`src/rtl/mtm_alu_pkg.sv`:
```
// Shared definitions for the ALU serial front end.
// Opcodes, error codes, frame fields and CRC-4 helpers.
package mtm_alu_pkg;

    typedef enum logic [2:0] {
        OP_AND = 3'b000,
        OP_OR  = 3'b001,
        OP_ADD = 3'b100,
        OP_SUB = 3'b101
    } op_t;

    localparam logic [5:0] ERR_NONE = 6'b000000;
    localparam logic [5:0] ERR_DATA = 6'b100100;
    localparam logic [5:0] ERR_CRC  = 6'b010010;
    localparam logic [5:0] ERR_OP   = 6'b001001;

    localparam logic FRAME_DATA = 1'b0;
    localparam logic FRAME_CMD  = 1'b1;

    localparam int PAYLOAD_BITS = 8;
    localparam int CMD_OP_MSB   = 6;
    localparam int CMD_OP_LSB   = 4;
    localparam int CMD_CRC_MSB  = 3;
    localparam int CMD_CRC_LSB  = 0;

    // x^4 + x + 1, the x^4 term is implicit
    localparam logic [3:0] CRC4_POLY = 4'b0011;

    typedef enum logic [1:0] {
        RX_IDLE,
        RX_TYPE,
        RX_PAYLOAD,
        RX_STOP
    } rx_state_t;

    function automatic logic [3:0] next_crc4(
        input logic [3:0] crc,
        input logic       din
    );
        logic fb;
        fb = crc[3] ^ din;
        return {crc[2:0], 1'b0} ^ ({4{fb}} & CRC4_POLY);
    endfunction

    function automatic logic op_is_valid(input logic [2:0] op);
        return op inside {OP_AND, OP_OR, OP_ADD, OP_SUB};
    endfunction

endpackage

```
`src/rtl/mtm_alu_rx_frame.sv`:
```
// Bit-level frame receiver: start, type, 8 payload bits, stop.
// Frame outputs are valid while the stop bit is on the line.
module mtm_alu_rx_frame
    import mtm_alu_pkg::*;
(
    input  logic       clk,
    input  logic       rst,
    input  logic       sin,
    output logic       frame_done,
    output logic       frame_type,
    output logic [7:0] payload,
    output logic       frame_err,
    output logic       bit_valid,
    output logic       bit_data
);

    rx_state_t   state_q, state_d;
    logic [2:0]  bit_cnt_q, bit_cnt_d;
    logic        type_q, type_d;
    logic [7:0]  payload_q, payload_d;
    logic        armed_q, armed_d;

    // Next-state: armed only once the line is seen idle after reset
    always_comb begin
        state_d   = state_q;
        bit_cnt_d = bit_cnt_q;
        type_d    = type_q;
        payload_d = payload_q;
        armed_d   = armed_q;
        unique case (state_q)
            RX_IDLE: begin
                if (sin)
                    armed_d = 1'b1;
                if (!sin && armed_q)
                    state_d = RX_TYPE;
            end
            RX_TYPE: begin
                type_d    = sin;
                bit_cnt_d = 3'd0;
                state_d   = RX_PAYLOAD;
            end
            RX_PAYLOAD: begin
                payload_d = {payload_q[6:0], sin};
                bit_cnt_d = bit_cnt_q + 3'd1;
                if (bit_cnt_q == 3'(PAYLOAD_BITS - 1))
                    state_d = RX_STOP;
            end
            RX_STOP: begin
                state_d = RX_IDLE;
            end
            default: state_d = RX_IDLE;
        endcase
    end

    // Frame state registers
    always_ff @(posedge clk or negedge rst) begin
        if (!rst) begin
            state_q   <= RX_IDLE;
            bit_cnt_q <= 3'd0;
            type_q    <= 1'b0;
            payload_q <= 8'd0;
            armed_q   <= 1'b0;
        end else begin
            state_q   <= state_d;
            bit_cnt_q <= bit_cnt_d;
            type_q    <= type_d;
            payload_q <= payload_d;
            armed_q   <= armed_d;
        end
    end

    assign frame_done = (state_q == RX_STOP);
    assign frame_err  = frame_done & ~sin;
    assign frame_type = type_q;
    assign payload    = payload_q;
    assign bit_valid  = (state_q == RX_PAYLOAD) & (type_q == FRAME_DATA);
    assign bit_data   = sin;

endmodule

```
`src/rtl/mtm_alu_deserializer.sv`:
```
// Serial receive front end of the ALU.
// Counts data frames, accumulates CRC-4, checks and registers outputs.
module mtm_alu_deserializer
    import mtm_alu_pkg::*;
#(
    parameter int DATA_FRAMES = 8
) (
    input  logic        clk,
    input  logic        rst,
    input  logic        sin,
    output logic [31:0] A,
    output logic [31:0] B,
    output logic [2:0]  OP,
    output logic [5:0]  ERR_FLAGS,
    output logic        out_valid
);

    localparam int CNT_W = $clog2(DATA_FRAMES + 2);

    logic        frame_done;
    logic        frame_type;
    logic [7:0]  payload;
    logic        frame_err;
    logic        bit_valid;
    logic        bit_data;

    logic [CNT_W-1:0] cnt_q, cnt_d;
    logic [3:0]       crc_q, crc_d;
    logic [3:0]       crc_fin;
    logic [63:0]      sr_q, sr_d;
    logic [31:0]      a_q, a_d, b_q, b_d;
    logic [2:0]       op_q, op_d;
    logic [5:0]       err_q, err_d;
    logic             valid_q, valid_d;

    mtm_alu_rx_frame u_rx (
        .clk        (clk),
        .rst        (rst),
        .sin        (sin),
        .frame_done (frame_done),
        .frame_type (frame_type),
        .payload    (payload),
        .frame_err  (frame_err),
        .bit_valid  (bit_valid),
        .bit_data   (bit_data)
    );

    // CRC finalised with the marker bit and the three opcode bits
    always_comb begin
        crc_fin = next_crc4(crc_q, 1'b1);
        for (int i = 2; i >= 0; i--)
            crc_fin = next_crc4(crc_fin, payload[CMD_OP_LSB+i]);
    end

    // Packet assembly, checks and output update
    always_comb begin
        cnt_d   = cnt_q;
        crc_d   = crc_q;
        sr_d    = sr_q;
        a_d     = a_q;
        b_d     = b_q;
        op_d    = op_q;
        err_d   = err_q;
        valid_d = 1'b0;
        if (bit_valid)
            crc_d = next_crc4(crc_q, bit_data);
        if (frame_done) begin
            if (frame_err) begin
                valid_d = 1'b1;
                err_d   = ERR_DATA;
                a_d     = sr_q[31:0];
                b_d     = sr_q[63:32];
                cnt_d   = '0;
                crc_d   = 4'd0;
            end else if (frame_type == FRAME_DATA) begin
                sr_d = {sr_q[55:0], payload};
                if (cnt_q != CNT_W'(DATA_FRAMES + 1))
                    cnt_d = cnt_q + CNT_W'(1);
            end else begin
                valid_d = 1'b1;
                a_d     = sr_q[31:0];
                b_d     = sr_q[63:32];
                op_d    = payload[CMD_OP_MSB:CMD_OP_LSB];
                cnt_d   = '0;
                crc_d   = 4'd0;
                if (cnt_q != CNT_W'(DATA_FRAMES))
                    err_d = ERR_DATA;
                else if (crc_fin != payload[CMD_CRC_MSB:CMD_CRC_LSB])
                    err_d = ERR_CRC;
                else if (!op_is_valid(payload[CMD_OP_MSB:CMD_OP_LSB]))
                    err_d = ERR_OP;
                else
                    err_d = ERR_NONE;
            end
        end
    end

    // Packet state and output registers
    always_ff @(posedge clk or negedge rst) begin
        if (!rst) begin
            cnt_q   <= '0;
            crc_q   <= 4'd0;
            sr_q    <= 64'd0;
            a_q     <= 32'd0;
            b_q     <= 32'd0;
            op_q    <= 3'd0;
            err_q   <= ERR_NONE;
            valid_q <= 1'b0;
        end else begin
            cnt_q   <= cnt_d;
            crc_q   <= crc_d;
            sr_q    <= sr_d;
            a_q     <= a_d;
            b_q     <= b_d;
            op_q    <= op_d;
            err_q   <= err_d;
            valid_q <= valid_d;
        end
    end

    assign A         = a_q;
    assign B         = b_q;
    assign OP        = op_q;
    assign ERR_FLAGS = err_q;
    assign out_valid = valid_q;

endmodule

```
`config.mk`:
```
export PLATFORM = sky130hd
export DESIGN_NAME = mtm_alu_deserializer
export DESIGN_NICKNAME = d
export VERILOG_FILES = /design/src/rtl/mtm_alu_pkg.sv /design/src/rtl/mtm_alu_rx_frame.sv /design/src/rtl/mtm_alu_deserializer.sv
export SDC_FILE = /design/constraint.sdc
export NUM_CORES = 1
export LEC_CHECK = 0
export ABC_AREA = 1
export CORE_MARGIN = 2
export CORE_UTILIZATION = 50
export DETAILED_ROUTE_END_ITERATION = 10
export HOLD_SLACK_MARGIN = 0.06
export PLACE_DENSITY = 0.73
export SLEW_MARGIN = 20
export SYNTH_ARGS = -nofsm -noshare
export SYNTH_HDL_FRONTEND = slang
export SYNTH_SLANG_ARGS = --single-unit
```
`constraint.sdc`:
```
create_clock -name clk -period 1.58 [get_ports clk]
set_input_delay 0.395 -clock clk [delete_from_list [all_inputs] [get_ports clk]]
set_output_delay 0.395 -clock clk [all_outputs]
set_load 0.01 [all_outputs]
```
==> key figures <==
Min path
  – Min-delay src: u_rx.armed_q
  – HP Class: reg2reg
  – Hold path depth: 2
  – Worst Hold Path EP: u_rx.armed_q

Global routing
  – Antenna violations before repair: 0
  – Gr ovfl total: 0
  – Vias in the first global route: 4512
  – Largest net degree at the start of global routing: between 60 and 70
  – GR Util All Layers: between 20 and 25%
  – Global-route wire length before repair: between 20 and 25 mm

Clock network
  – TritonCTS buffer count: 17
  – H-tree Lvls: 4
  – Clock tree buffer depth: 2
  – Root buf cell: clkbuf_16
  – Clock transition at path regs: roughly 60 ps
  – Worst-Skew Late Latency: approximately 420 ps
  – CTS Sinks: approximately 160
  – CTS tree: built

Timing
  – Crit share post-route: between 90% and 100%
  – Final min period: between 1500 and 2000 ps
  – Worst Tran Pin Value: approximately 460 ps
  – Clk_skew: a little under 6 ps
  – F_max: about 0.65 GHz
  – Final Hold Fails: 0
  – RSZ-0062 raised after global routing: no
  – Setup TNS Final: 0 ps
  – Final setup fails: 0
  – Max-slew headroom: roughly 70%
  – Fin. max-slew vios: 0

Floorplan
  – Die area: between 10000 and 15000 um2
  – Std-Cell Rows: 40
  – Initial core utilization: between 50 and 60%
  – Core Area: roughly 12000 um2
  – I/O pins: 77
  – Die height: between 100 and 150 um
  – Die W: around 120 um

Route
  – DRT Pass-1 Iters: 5
  – Routed len/inst: 13.7 um
  – Avg Vias per Cell: 5.08
  – Vias: 4661
  – Drt total wl: 12.6 mm
  – Initial DRC Count: approximately 340
  – Antenna-violating nets left: 0
  – Residual DRC count: 0

Critical path
  – CP max FO: 2
  – Crit end category: output pin
  – Worst path bufs/invs: 1
  – CP Launch Type: flip-flop
  – R2r endpoint: ERR_FLAGS[4]
  – Setup CP Type: reg2out
  – CP top delay family: flip-flops
  – CP Cell Sequence: dlygate4sd2_1
  – CP arrival: 1130 ps
  – Critical Path RT: 1180 ps
  – Register-to-register setup slack: approximately 100 ps
  – Worst reg-to-reg path cell count: 10
  – Crit-path slowest cell: dfrtp_1
  – Reg2reg start: u_rx.payload[5]
  – CP peak stage delay: between 400 and 500 ps

Power and ir drop
  – PnR Total Power: ~0.016 W
  – Lkg Pwr: roughly 4.1 nW
  – Peak supply drop: 0.000972 V
  – Pwr per Cell Area: between 2000 and 2500 nW/um2

Placement
  – Port-buffer cells: 76
  – GPL Wtd Cong: 0.844
  – HPWL Detailed: around 8.6 mm

Logic synthesis
  – Synth Cell Area: 6190 um2
  – Synth area leaders: dfrtp_1 (64%), nand2_1 (12%), o21ai_0 (9.7%)
  – Mapped Cells: about 650
  – Synth unique cells: 24
  – Leading area contributor after synthesis: dfrtp_1
  – Average size of a mapped cell: between 9 and 10 um2
  – Mapped Nets: around 670
  – Ys Warns: 0
  – Register area share after synthesis: between 60% and 70%
  – #FFs+latches synth: about 160
  – Area fraction of the dominant cell type after synthesis: a little under two thirds

Cells and area
  – ANT cells: 0
  – Synth-to-Final Area Change: 25.7%
  – Fill cells: 974
  – Fin nets: about 750
  – Share of post-route cells with drive strength above 1: around 8.0%

Run status
  – Run status: completed

Job
  – Max Cap Viol: 0
metrics by stage:
stage	cell area [um2]	std cells	hold WS (ps)	setup slack, ps	utilization (%)
6_report	7780	918	450	52.2	64.5
4_1_cts	7780	918	451	35.3	64.5
5_1_grt	7780	918	497	2.38	64.5
2_1_floorplan	6190	653	99.4	195	-
3_3_place_gp	7250	885	366	-154	60.1
3_5_place_dp	7250	885	365	-195	60.1
routing by layer:
layer / track usage, % / vias up / part of all wire (%)
li1: - / 2236 / -
met1: 26.9 / 2279 / 45
met2: 32.9 / 122 / 48
met3: 5.38 / 24 / 4.6
met4: 9.56 / 0 / 2.4
met5: 0 / - / 0
logic make-up after synthesis:
kind of cell / synth area share [%]
compound gates: 12.0
buf+inv: 7.26
xor+xnor: 0.424
fa+ha+maj: 1.82
flops: 63.9
simple gates: 14.7
cell usage after synthesis:
master,count
o21a_1,1
dfrtp_1,158
inv_1,70
buf_2,14
xnor2_1,1
nor3_1,3
clkbuf_1,11
nand3_1,13
nand4_1,2
ha_1,9
xor2_1,2
nand2_1,196
nor2_1,18
buf_4,9
a211oi_2,1
nand2b_1,1
a211oi_1,1
inv_2,2
and3_1,1
o21ai_0,120
a21oi_1,16
o22ai_1,1
o21ai_1,2
o21ai_4,1
layout by cell type, fill, tap and decap left out, drive strengths merged, types with 5 or more instances in the layout:
master / instances
buf: 23
nand2: 196
dlygate4sd2: 74
o21ai: 123
ha: 9
a21oi: 16
inv: 72
nor2: 18
dfrtp: 158
nand3: 13
clkinv: 5
clkbuf: 24
area by class of cell:
type                    count  area (um2)  area share (%)
clock inverters             8         104            1.33
well taps                 168         210            2.70
multi-input cells         389        1800            23.2
inverters                  72         270            3.47
flip-flops and latches    158        3950            50.8
clock buffers              24         512            6.57
repair buffers             99         932            12.0
sequential cells by signal (all words and copies together) (netlist names):
register         cells
u_rx.frame_type      1
out_valid            1
crc_q                4
B                   32
u_rx.bit_cnt_q       3
A                   32
u_rx.armed_q         1
u_rx.payload         8
u_rx.state_q         2
cnt_q                4
OP                   3
ERR_FLAGS            3
sr_q                64
power by group:
| group | leakage (nW) | total, W | switching, W | internal [W] |
|---|---|---|---|---|
| combinational | 1.68 | 0.00491 | 0.00293 | 0.00198 |
| clock | 0.302 | 0.00414 | 0.00156 | 0.00258 |
| sequential | 2.07 | 0.00672 | 0.00102 | 0.00570 |
| total | 4.05 | 0.0158 | 0.00551 | 0.0103 |
worst max path at each step:
stage                     from      endpoint  slack [ps]  depth (start not counted)
2_1_floorplan  u_rx.state_q[0]      crc_q[0]         190                          8
3_3_place_gp               sin         A[14]        -150                          5
3_5_place_dp               sin         A[16]        -190                          5
4_1_cts                   A[8]          A[8]          40                          1
5_1_grt        u_rx.payload[5]  ERR_FLAGS[4]           2                         10
6_report                 B[23]         B[23]          50                          1
what timing repair did:
| action | 4_1_cts | 5_1_grt |
|---|---|---|
| hold buffers | 1 | 0 |
| setup endpoints to repair | 74 | 1 |
| endpoints found under the hold margin | 40 | 0 |
| buffers inserted | 0 | 0 |
| gates resized for setup | 74 | 1 |
(Power assumes the default switching activity.)
